### config.mk
export PLATFORM = sky130hd
export DESIGN_NAME = alu_uart_sequencer
export DESIGN_NICKNAME = d
export VERILOG_FILES = /design/src/rtl/alu_uart_sequencer.sv
export SDC_FILE = /design/constraint.sdc
export NUM_CORES = 1
export LEC_CHECK = 0
export BUFFER_PORTS_ARGS = -buffer_cell sky130_fd_sc_hd__buf_2
export CORE_MARGIN = 5
export CORE_UTILIZATION = 50
export CTS_BUF_LIST = sky130_fd_sc_hd__clkbuf_8
export CTS_CLUSTER_DIAMETER = 30
export DETAILED_ROUTE_END_ITERATION = 6
export PLACE_DENSITY = 0.89
export SLEW_MARGIN = 20
export SYNTH_ARGS = -nofsm -noshare
export SYNTH_HDL_FRONTEND = slang
export SYNTH_SLANG_ARGS = --single-unit
### constraint.sdc
create_clock -name i_clk -period 1.7 [get_ports i_clk]
set_input_delay 0.17 -clock i_clk [delete_from_list [all_inputs] [get_ports i_clk]]
set_output_delay 0.17 -clock i_clk [all_outputs]
set_load 0.01 [all_outputs]
### src/rtl/alu_uart_sequencer.sv
// Frame controller: gathers opcode/A/B bytes from the UART RX, drives the ALU, sends the result via UART TX.
// Optional inter-byte frame timeout compiled in with `define RX_TIMEOUT_EN.
module alu_uart_sequencer #(
  parameter int unsigned NB_DATA      = 8,
  parameter int unsigned NB_OP        = 6,
  parameter int unsigned TIMEOUT_CLKS = 104160
) (
  input  logic               i_clk,
  input  logic               i_reset,
  input  logic               i_rx_done,
  input  logic [NB_DATA-1:0] i_rx_data,
  input  logic               i_tx_done,
  input  logic [NB_DATA-1:0] i_alu_result,
  output logic [NB_OP-1:0]   o_alu_op,
  output logic [NB_DATA-1:0] o_alu_a,
  output logic [NB_DATA-1:0] o_alu_b,
  output logic               o_tx_start,
  output logic [NB_DATA-1:0] o_tx_data,
  output logic               o_busy,
  output logic               o_err
);

  typedef enum logic [2:0] {
    IDLE    = 3'd0,
    WAIT_A  = 3'd1,
    WAIT_B  = 3'd2,
    EXEC    = 3'd3,
    WAIT_TX = 3'd4
  } state_t;

  if (TIMEOUT_CLKS < 2) begin : g_bad_timeout
    $error("TIMEOUT_CLKS must be at least 2");
  end

  state_t             state_q, state_d;
  logic [NB_OP-1:0]   op_q, op_d;
  logic [NB_DATA-1:0] a_q, a_d;
  logic [NB_DATA-1:0] b_q, b_d;
  logic [NB_DATA-1:0] tx_data_q, tx_data_d;
  logic               tx_start_q, tx_start_d;
  logic               busy_q, busy_d;
  logic               err_q, err_d;
  logic               op_ok_c;

`ifdef RX_TIMEOUT_EN
  localparam int unsigned CNT_W = $clog2(TIMEOUT_CLKS);
  logic [CNT_W-1:0] cnt_q, cnt_d;
`endif

  // Opcode byte is legal only for the eight supported ops with the upper bits clear.
  always_comb begin
    op_ok_c = 1'b0;
    if (i_rx_data[NB_DATA-1:NB_OP] == '0) begin
      case (i_rx_data[NB_OP-1:0])
        NB_OP'(6'h20), NB_OP'(6'h22), NB_OP'(6'h24), NB_OP'(6'h25),
        NB_OP'(6'h26), NB_OP'(6'h03), NB_OP'(6'h02), NB_OP'(6'h27): op_ok_c = 1'b1;
        default: op_ok_c = 1'b0;
      endcase
    end
  end

  always_comb begin
    state_d    = state_q;
    op_d       = op_q;
    a_d        = a_q;
    b_d        = b_q;
    tx_data_d  = tx_data_q;
    tx_start_d = 1'b0;
    err_d      = 1'b0;
`ifdef RX_TIMEOUT_EN
    cnt_d      = cnt_q;
`endif
    case (state_q)
      IDLE: begin
        if (i_rx_done) begin
          if (op_ok_c) begin
            op_d    = i_rx_data[NB_OP-1:0];
            state_d = WAIT_A;
          end else begin
            err_d = 1'b1;
          end
        end
      end
      WAIT_A: begin
        if (i_rx_done) begin
          a_d     = i_rx_data;
          state_d = WAIT_B;
        end
      end
      WAIT_B: begin
        if (i_rx_done) begin
          b_d     = i_rx_data;
          state_d = EXEC;
        end
      end
      EXEC: begin
        tx_data_d  = i_alu_result;
        tx_start_d = 1'b1;
        state_d    = WAIT_TX;
      end
      WAIT_TX: begin
        if (i_tx_done) state_d = IDLE;
      end
      default: state_d = IDLE;
    endcase
`ifdef RX_TIMEOUT_EN
    // A byte arriving on the expiry edge wins over the timeout.
    if (i_rx_done) begin
      cnt_d = '0;
    end else if (state_q == WAIT_A || state_q == WAIT_B) begin
      if (cnt_q == CNT_W'(TIMEOUT_CLKS - 1)) begin
        cnt_d   = '0;
        err_d   = 1'b1;
        state_d = IDLE;
      end else begin
        cnt_d = cnt_q + CNT_W'(1);
      end
    end
`endif
    busy_d = (state_d == EXEC) || (state_d == WAIT_TX);
  end

  always_ff @(posedge i_clk) begin
    if (i_reset) begin
      state_q    <= IDLE;
      op_q       <= '0;
      a_q        <= '0;
      b_q        <= '0;
      tx_data_q  <= '0;
      tx_start_q <= 1'b0;
      busy_q     <= 1'b0;
      err_q      <= 1'b0;
`ifdef RX_TIMEOUT_EN
      cnt_q      <= '0;
`endif
    end else begin
      state_q    <= state_d;
      op_q       <= op_d;
      a_q        <= a_d;
      b_q        <= b_d;
      tx_data_q  <= tx_data_d;
      tx_start_q <= tx_start_d;
      busy_q     <= busy_d;
      err_q      <= err_d;
`ifdef RX_TIMEOUT_EN
      cnt_q      <= cnt_d;
`endif
    end
  end

  assign o_alu_op   = op_q;
  assign o_alu_a    = a_q;
  assign o_alu_b    = b_q;
  assign o_tx_start = tx_start_q;
  assign o_tx_data  = tx_data_q;
  assign o_busy     = busy_q;
  assign o_err      = err_q;

endmodule
* Word-level counts from Yosys, hierarchy flattened
Cells that the tools add are included.
Word-level totals: output and inout port bits 33, logic and storage cells 42, bits in registers 36, bits of input ports 20
Cells by class: reduce and logical (&&, ||, !) cells 8, eq/ne operators 14, mux-type cells 10, bitwise gates (word level) 2
Operators with widths (count):
- 6-bit equality test, second input constant | 6
- 3-bit two-way mux | 5
- 3-bit case mux with 5 select lines | 1
- 6-bit by 2-bit equality test with 1-bit output, second input constant | 2
- 3-bit by 2-bit equality test with 1-bit output, second input constant | 3
- 8-bit OR reduction | 1
- 3-bit equality test, second input constant | 2
- 1-bit two-way mux | 4
- 2-bit AND reduction | 2
- 3-bit by 1-bit equality test with 1-bit output, second input constant | 1
- 3-bit zero test | 1
- 3-bit AND reduction | 1
- 3-bit OR reduction | 1
- 2-bit zero test | 1
- 1-bit inverter | 2
- 1-bit logical OR | 1

* Logic depth before layout (Yosys ltp)
Gate-level depths: netlist of the first run.
depth after elaboration 9, mapped depth 5, gate-level depth less buffers 3

* Worst setup path after synthesis of the first run
No wires, ideal clock.
kind reg2reg, start reg state_q[1], end reg op_q[0], in the netlist o_alu_op[0], setup time 0.072 ns, cell stages (with the launch flop) 6, required time 1.628 ns, path buffers 2, period minus slack after synthesis 1.220 ns, arrival 1.148 ns, path slack 0.480 ns, cells stage by stage dfxtp_1 buf_6 nor4b_4 o2111a_1 buf_6 mux2i_1
On the way: cells in the longest elaborated chain, start to end 2
RTL lines:
- start, declared | line 35 | state_t state_q, state_d;
- start signal, assigned | line 137 | state_q <= state_d;
- 3-bit zero test | line 73 | case (state_q)
- 3-bit AND reduction (no line)
- end signal, assigned | line 138 | op_q <= op_d;
- end, declared | line 36 | logic [NB_OP-1:0] op_q, op_d;
Every way passes these cells. A chain may end at the register's enable or synchronous reset.

* Final worst setup path of the first run
start reg state_q[1], end reg b_q[6], in the netlist o_alu_b[6]
On the way: cells in the longest elaborated chain, start to end 2
RTL lines:
- 3-bit by 2-bit equality test with 1-bit output | line 73
- 2-bit AND reduction (no line)
- end signal, assigned | line 128 | b_q <= '0;
- end signal, assigned | line 140 | b_q <= b_d;
- end, declared | line 38 | logic [NB_DATA-1:0] b_q, b_d;
Every way passes these cells.

==> Flow_metrics.wiki, run 1 <==
{| class="wikitable"
! Metric !! Value
|-
| Post-detailed-placement cell area || about 1700 um^2
|-
| Sequential element share of the synthesized area || 50.93%
|-
| Largest net degree at the start of global routing || 41
|-
| Ranking of synthesized cells by area || sky130_fd_sc_hd__dfxtp_1 51%, sky130_fd_sc_hd__mux2i_1 20%, sky130_fd_sc_hd__nor2_1 6.6%, sky130_fd_sc_hd__nand2b_1 4.0%, sky130_fd_sc_hd__buf_4 2.1%
|-
| Critical Path Max Stage Delay || 0.55 ns
|-
| Global-route usage over all layers || about 16%
|-
| Clock latency on the worst-skew pair || 0.28 ns
|-
| CP max stage cell || sky130_fd_sc_hd__and4bb_1
|-
| Post-synth top area share || 50.93%
|-
| Hold Path End || o_tx_data[4]
|-
| Number of maximum-capacitance violations || 0
|-
| Final critical path time including I/O delays and setup || 1.528 ns
|-
| RSZ-0062 raised after global routing || no
|-
| Net count, final || approximately 200
|-
| Critical path peak fanout || 10
|-
| Final estimated routing congestion in global placement || 0.7143
|-
| CP Buf/Inv Count || 0
|-
| Finished layout cell area || 1744 um^2
|-
| Warning count from the yosys run || 0
|-
| Worst reg2reg startpoint || state_q[1]
|-
| Result of the run || complete, no violations
|-
| Critical path, cell by cell || and4bb_1, mux2i_1, nor2_1
|-
| Critical path data required time || 1.85 ns
|-
| Pleak || ~0.00085 uW
|-
| Wire length of the first global-routing pass || 4947 um
|-
| Number of antenna cells inserted || 0
|-
| Critical Path Source Type || flip-flop
|-
| Count of endpoints failing setup in the final report || 0
|-
| Height of the chip || approximately 63 um
|-
| IR drop worst, VDD || ~0.64 mV
|-
| Starting Density || 51.76%
|-
| WHS Path Cells || 3
|-
| CTS Hold Buffers Added || 0
|-
| Data arrival time of the worst path || 1.68 ns
|-
| Setup WS pre-CTS || 0.1885 ns
|-
| Detailed-routing iteration count for the pre-antenna-repair pass || 4
|-
| Die area || 3994 um^2
|-
| Max Clock Freq || 0.6544 GHz
|-
| Max-slew headroom || 58.40%
|-
| Critical path endpoint category || flip-flop
|-
| Detail Route Antenna Nets || 0
|-
| Vias in the first global route || 1101
|-
| Syn avg cell area || between 10 and 15 um^2
|-
| Synth cell types || 22
|-
| Hold WS || 0.1267 ns
|-
| Total core area || approximately 2700 um^2
|-
| Most used cells in the layout excluding fill and tap cells || 52 x sky130_fd_sc_hd__buf_2, 36 x sky130_fd_sc_hd__dfxtp_1, 28 x sky130_fd_sc_hd__mux2i_1, 25 x sky130_fd_sc_hd__nor2_1, 9 x sky130_fd_sc_hd__nand2b_1
|-
| Total Neg Setup Slack || 0 ns
|-
| Number of setup buffers added after CTS || 0
|-
| Final hold violations || 0
|-
| Post-Route Skew || 0.004305 ns
|-
| PnR worst setup slack || 0.1719 ns
|-
| I/O pins || 53
|-
| Initial drt markers || 21
|-
| FP Rows || 19
|-
| Number of buffers added on ports || 52
|-
| H-tree lvl count || 2
|-
| Via density per instance || 5.094
|-
| Top cell type by total area after synthesis || sky130_fd_sc_hd__dfxtp_1
|-
| DRC violation count after routing || 0
|-
| Die width || 63.20 um
|-
| Synthesized Nets || 151
|-
| Power density cells || 869.9 nW/um^2
|-
| DR WL/cell || 14.56 um
|-
| HPWL after DPL || roughly 2300 um
|-
| Tightest Pin Transition || 0.6239 ns
|-
| Path type of the worst setup path || flip-flop to flip-flop
|-
| Count of mapped cells out of synthesis || between 100 and 150
|-
| Total power of the final layout || 1517 uW
|-
| Kind of cell adding the most delay to the critical path || simple AND/OR/NAND/NOR gates
|-
| Total via count after detailed routing || 1085
|-
| Initial antenna violation count || 0
|-
| Hold WC Path Type || primary input to flip-flop
|-
| R2r worst-path depth || 3
|-
| Endpoint of the worst register-to-register path || o_alu_b[6]
|-
| Post-synthesis to final-layout area growth || 23.25%
|-
| Crit share post-route || 89.89%
|-
| Clock tree from TritonCTS || yes
|-
| Min-Delay Startpoint || i_alu_result[4]
|-
| Number of CTS-inserted buffers || 5
|-
| Post-synthesis register bit count || 36
|-
| Overflow after GRT || 0
|-
| Total detailed-routing wirelength || 3102 um
|-
| Post-cts gate resize count || 0
|-
| Worst setup slack for register-to-register paths || 0.17 ns
|-
| Commonest non-fill, non-tap cell in the layout || sky130_fd_sc_hd__buf_2
|-
| Layout cell share with drive strength beyond 1 || 33.52%
|-
| Clock net sink count || 36
|-
| Clock tree root buffer cell || sky130_fd_sc_hd__clkbuf_8
|-
| Summed instance area of the synthesized netlist || 1415 um^2
|-
| Maximum count of clock buffers along a single path || 2
|-
| Clock slew at reported path FFs || around 0.06 ns
|-
| Number of pins exceeding their max-slew limit in the final report || 0
|}
-- logic make-up after synthesis --
group | count (synthesis) | synth area share, %
flip-flops | 36 | 50.93
multiplexers | 28 | 19.81
buffers and inverters | 10 | 4.774
AO/OA/AOI/OAI | 8 | 3.978
AND/OR/NAND/NOR | 49 | 20.51
-- cells in the mapped netlist --
cell type	count
sky130_fd_sc_hd__and3b_1	1
sky130_fd_sc_hd__mux2i_1	28
sky130_fd_sc_hd__dfxtp_1	36
sky130_fd_sc_hd__o21ba_1	1
sky130_fd_sc_hd__o2111a_1	1
sky130_fd_sc_hd__nor2b_1	2
sky130_fd_sc_hd__buf_4	4
sky130_fd_sc_hd__or4b_1	1
sky130_fd_sc_hd__and4bb_1	2
sky130_fd_sc_hd__o211ai_1	1
sky130_fd_sc_hd__o21ai_0	1
sky130_fd_sc_hd__nor3b_1	2
sky130_fd_sc_hd__or3b_2	1
sky130_fd_sc_hd__nand3b_1	4
sky130_fd_sc_hd__a211oi_1	1
sky130_fd_sc_hd__nor4b_4	1
sky130_fd_sc_hd__clkbuf_1	4
sky130_fd_sc_hd__nor2_1	25
sky130_fd_sc_hd__buf_6	2
sky130_fd_sc_hd__nor4_1	1
sky130_fd_sc_hd__nand2b_1	9
sky130_fd_sc_hd__a21oi_1	3
-- area by class of cell --
type	count	area, um^2
Clock inverter	2	7.507
Timing Repair Buffer	53	267.8
Multi-Input combinational cell	85	626.9
Sequential cell	36	720.7
Clock buffer	6	82.58
Fill cell	224	989.7
Tap cell	31	38.79
-- routing by layer --
| layer | GRT usage (%) | up-vias | share of wire (%) |
|---|---|---|---|
| li1 | - | 541 | - |
| met1 | 17.49 | 504 | 43 |
| met2 | 26.79 | 33 | 50 |
| met3 | 4.263 | 7 | 5.5 |
| met4 | 9.091 | 0 | 2.3 |
| met5 | 0 | - | 0 |
-- metrics by stage --
stage / util (%) / instances
CTS: 63.80 / 213
global placement: 60.50 / 205
global route: 63.80 / 213
detailed placement: 60.50 / 205
finish: 63.80 / 213
floorplan: - / 131
-- flip-flops by register name (all words and copies together) (netlist names) --
signal	flops
o_busy	1
o_alu_b	8
state_q	3
o_alu_a	8
o_alu_op	6
o_tx_start	1
o_err	1
o_tx_data	8
-- report_power, final --
group / leakage (uW) / switching (uW) / internal [uW] / total (uW)
sequential: 0.000290 / 2.81 / 848 / 850
clock: 0.0000538 / 276 / 318 / 594
combinational: 0.000502 / 39.4 / 33.2 / 72.6
total: 0.000846 / 318 / 1200 / 1520
-- worst min-delay path, stage by stage --
cell	delay, ns
sky130_fd_sc_hd__buf_2	0.07
sky130_fd_sc_hd__mux2i_1	0.05
sky130_fd_sc_hd__nor2_1	0.08
-- worst max path at each step --
stage	cells past startpoint	slack, ns	from	end
floorplan	5	0.48	state_q[1]	o_alu_op[0]
global placement	4	0.22	i_rx_data[3]	o_alu_op[1]
detailed placement	3	0.19	state_q[1]	o_alu_b[6]
CTS	3	0.17	state_q[1]	o_alu_b[6]
global route	3	0.03	state_q[1]	o_tx_data[2]
finish	3	0.17	state_q[1]	o_alu_b[6]
Note: power is estimated with default switching activity, not from simulation.
==> run 2, diff against run 1 <==
- CORE_MARGIN: 5 -> unset
- GPL_TIMING_DRIVEN: unset -> 0
==> run 2 against run 1 <==
  * Register-to-register slack gained 0.17 ns
  * Total power grew 1.7%
  * Global-route usage grew 6.7 points
  * Cell count grew 3.8%
  * Critical path depth grew 2
  * Combinational power grew 8.7%
  * Clock-buffer cell count is the same
  * Sequential share of layout area shrank 1.4 points
  * Maximum frequency grew 12%
==> Flow_metrics.wiki, run 2 (same netlist as run 1, synthesis figures left out) <==
{| class="wikitable"
! Metric !! Value
|-
| Number of setup buffers added after CTS || 0 (unchanged)
|-
| Critical path, cell by cell || buf_4, and4bb_1, buf_4, mux2i_1, nor2_1
|-
| Total via count after detailed routing || 1140 (+5.1%)
|-
| Vias in the first global route || 1140 (+3.5%)
|-
| Critical path endpoint category || flip-flop
|-
| Final hold violations || 0 (unchanged)
|-
| Number of fill cells || 204 (-8.9%)
|-
| Number of CTS-inserted buffers || 5 (unchanged)
|-
| Post-synthesis to final-layout area growth || 27.59%
|-
| Critical path data required time || 1.86 ns (about the same)
|-
| Hold WC Path Type || primary input to flip-flop
|-
| Max Clock Freq || 0.7361 GHz (+12%)
|-
| Largest net degree at the start of global routing || 12 (-71%)
|-
| Total power of the final layout || 1543 uW (+1.7%)
|-
| Overflow after GRT || 0 (unchanged)
|-
| Critical Path Max Stage Delay || 0.30 ns (-0.25 ns)
|-
| CP max stage cell || sky130_fd_sc_hd__dfxtp_1
|-
| Die area || 3047 um^2 (-24%)
|-
| Post-cts gate resize count || 0 (unchanged)
|-
| Most used cells in the layout excluding fill and tap cells || 52 x sky130_fd_sc_hd__buf_2, 36 x sky130_fd_sc_hd__dfxtp_1, 28 x sky130_fd_sc_hd__mux2i_1, 25 x sky130_fd_sc_hd__nor2_1, 9 x sky130_fd_sc_hd__nand2b_1
|-
| Total core area || 2567 um^2 (-6.1%)
|-
| Setup WS pre-CTS || 0.1743 ns (-0.01419 ns)
|-
| Via density per instance || 5.158 (+1.3%)
|-
| Commonest non-fill, non-tap cell in the layout || sky130_fd_sc_hd__buf_2
|-
| Number of pins exceeding their max-slew limit in the final report || 0 (unchanged)
|-
| Tightest Pin Transition || 0.5379 ns (-0.08601 ns)
|-
| Height of the chip || 55.20 um (-13%)
|-
| Initial antenna violation count || 0 (unchanged)
|-
| Count of endpoints failing setup in the final report || 0 (unchanged)
|-
| IR drop worst, VDD || 0.6905 mV (+7.1%)
|-
| Post-Route Skew || 0.002521 ns (-0.001784 ns)
|-
| Switching pwr || 336.1 uW (+5.5%)
|-
| Clock net sink count || 36 (unchanged)
|-
| Clock tree from TritonCTS || yes
|-
| Internal power || 1207 uW (+0.66%)
|-
| Maximum count of clock buffers along a single path || 2 (unchanged)
|-
| Final cell utilization of the core || 70.32% (+6.5 points)
|-
| Total Neg Setup Slack || 0 ns (unchanged)
|-
| HPWL after DPL || 2257 um (-1.9%)
|-
| Sw frac || 21.78% (+0.80 points)
|-
| RSZ-0062 raised after global routing || no
|-
| Global-route usage over all layers || 22.46% (+6.7 points)
|-
| Hold WS || 0.1148 ns (-0.01186 ns)
|-
| Net count, final || 210 (+4.5%)
|-
| Critical Path Source Type || flip-flop
|-
| Path type of the worst setup path || flip-flop to flip-flop
|-
| H-tree lvl count || 2 (unchanged)
|-
| Critical path peak fanout || 10 (unchanged)
|-
| Data arrival time of the worst path || 1.52 ns (-0.16 ns)
|-
| Portion of total power attributed to the clock network || 39.8% (+0.6 points)
|-
| DRC violation count after routing || 0 (unchanged)
|-
| Initial drt markers || 20 (-4.8%)
|-
| Sequential group share of total power || 55.0% (-1.1 points)
|-
| Starting Density || 55.12% (+3.4 points)
|-
| Final critical path time including I/O delays and setup || 1.358 ns (-0.1697 ns)
|-
| Die width || 55.20 um (-13%)
|-
| Number of antenna cells inserted || 0 (unchanged)
|-
| DR WL/cell || 13.60 um (-6.6%)
|-
| Most common cell type on the critical path || sky130_fd_sc_hd__buf_4
|-
| Area used by multi-input combinational logic || 626.9 um^2 (unchanged)
|-
| Detail Route Antenna Nets || 0 (unchanged)
|-
| Clock tree root buffer cell || sky130_fd_sc_hd__clkbuf_8
|-
| Layout cell share with drive strength beyond 1 || 35.60% (+2.1 points)
|-
| Sequential Area || 720.7 um^2 (unchanged)
|-
| PnR worst setup slack || 0.3416 ns (+0.1697 ns)
|-
| Number of maximum-capacitance violations || 0 (unchanged)
|-
| Crit share post-route || 79.91% (-10 points)
|-
| CTS Hold Buffers Added || 0 (unchanged)
|-
| Detailed-routing iteration count for the pre-antenna-repair pass || 4 (unchanged)
|-
| Pleak || 0.0008748 uW (+3.5%)
|-
| I/O pins || 53 (unchanged)
|-
| Max-slew headroom || 63.81% (+5.4 points)
|-
| Total detailed-routing wirelength || 3005 um (-3.1%)
|-
| Clock latency on the worst-skew pair || 0.29 ns (about the same)
|-
| FP Rows || 18 (-1)
|-
| Number of buffers added on ports || 52 (unchanged)
|-
| Clock slew at reported path FFs || 0.07 ns (about the same)
|-
| Result of the run || complete, no violations
|-
| Power density cells || 854.4 nW/um^2 (-1.8%)
|-
| Wire length of the first global-routing pass || 5271 um (+6.5%)
|-
| Logic pwr share || 5.1% (+0.3 points)
|-
| Final estimated routing congestion in global placement || 0.7385 (+3.4%)
|}
==> run 2: power groups by stage <==
stage / Clock (uW) / Combinational [uW] / Sequential (uW)
2_1_floorplan: 0 / 33.8 / 870
3_3_place_gp: 0 / 75.0 / 868
3_5_place_dp: 0 / 78.9 / 868
4_1_cts: 632 / 79.0 / 849
5_1_grt: 669 / 87.8 / 849
6_report: 615 / 78.9 / 849
==> run 2: final cells by class <==
class | instances | share of cell area [%]
clock buffers | 6 | 4.574
clock inverters | 2 | 0.5544
flip-flops and latches | 36 | 39.92
repair buffers | 52 | 14.41
multi-input cells | 85 | 34.72
well taps | 30 | 2.079
plain buffers | 10 | 3.742
==> run 2: critical path, delay by kind of cell, from the launching register on <==
kind | cells | cell delay (ns)
buf+inv | 2 | 0.36
flops | 1 | 0.30
mux | 1 | 0.24
simple gates | 2 | 0.33
==> run 2: path summary, 6_finish.rpt <==
kind                        start            to  slack (ns)  cells after the start
hold reg to reg       o_alu_op[3]   o_alu_op[3]        0.47                      1
hold / removal    i_alu_result[1]  o_tx_data[1]        0.11                      3
setup reg to reg       state_q[0]    o_alu_b[5]        0.34                      5
setup / recovery       state_q[0]    o_alu_b[5]        0.34                      5
==> run 2: stage by stage <==
stage	instances	instance area [um^2]
after global routing	221	1805
after global placement	213	1713
after CTS	221	1805
final	221	1805
after detailed placement	213	1713
after floorplan	131	1415
==> run 2: layer usage <==
| metal | track usage [%] | share of wire (%) | wire length (um) | up-vias |
|---|---|---|---|---|
| met4 | 11.79 | 2.0 | 59 | 0 |
| met2 | 38.04 | 50 | 1517 | 40 |
| li1 | - | - | - | 563 |
| met1 | 24.81 | 42 | 1259 | 532 |
| met3 | 7.494 | 5.6 | 168 | 5 |
| met5 | 0 | 0 | 0 | - |
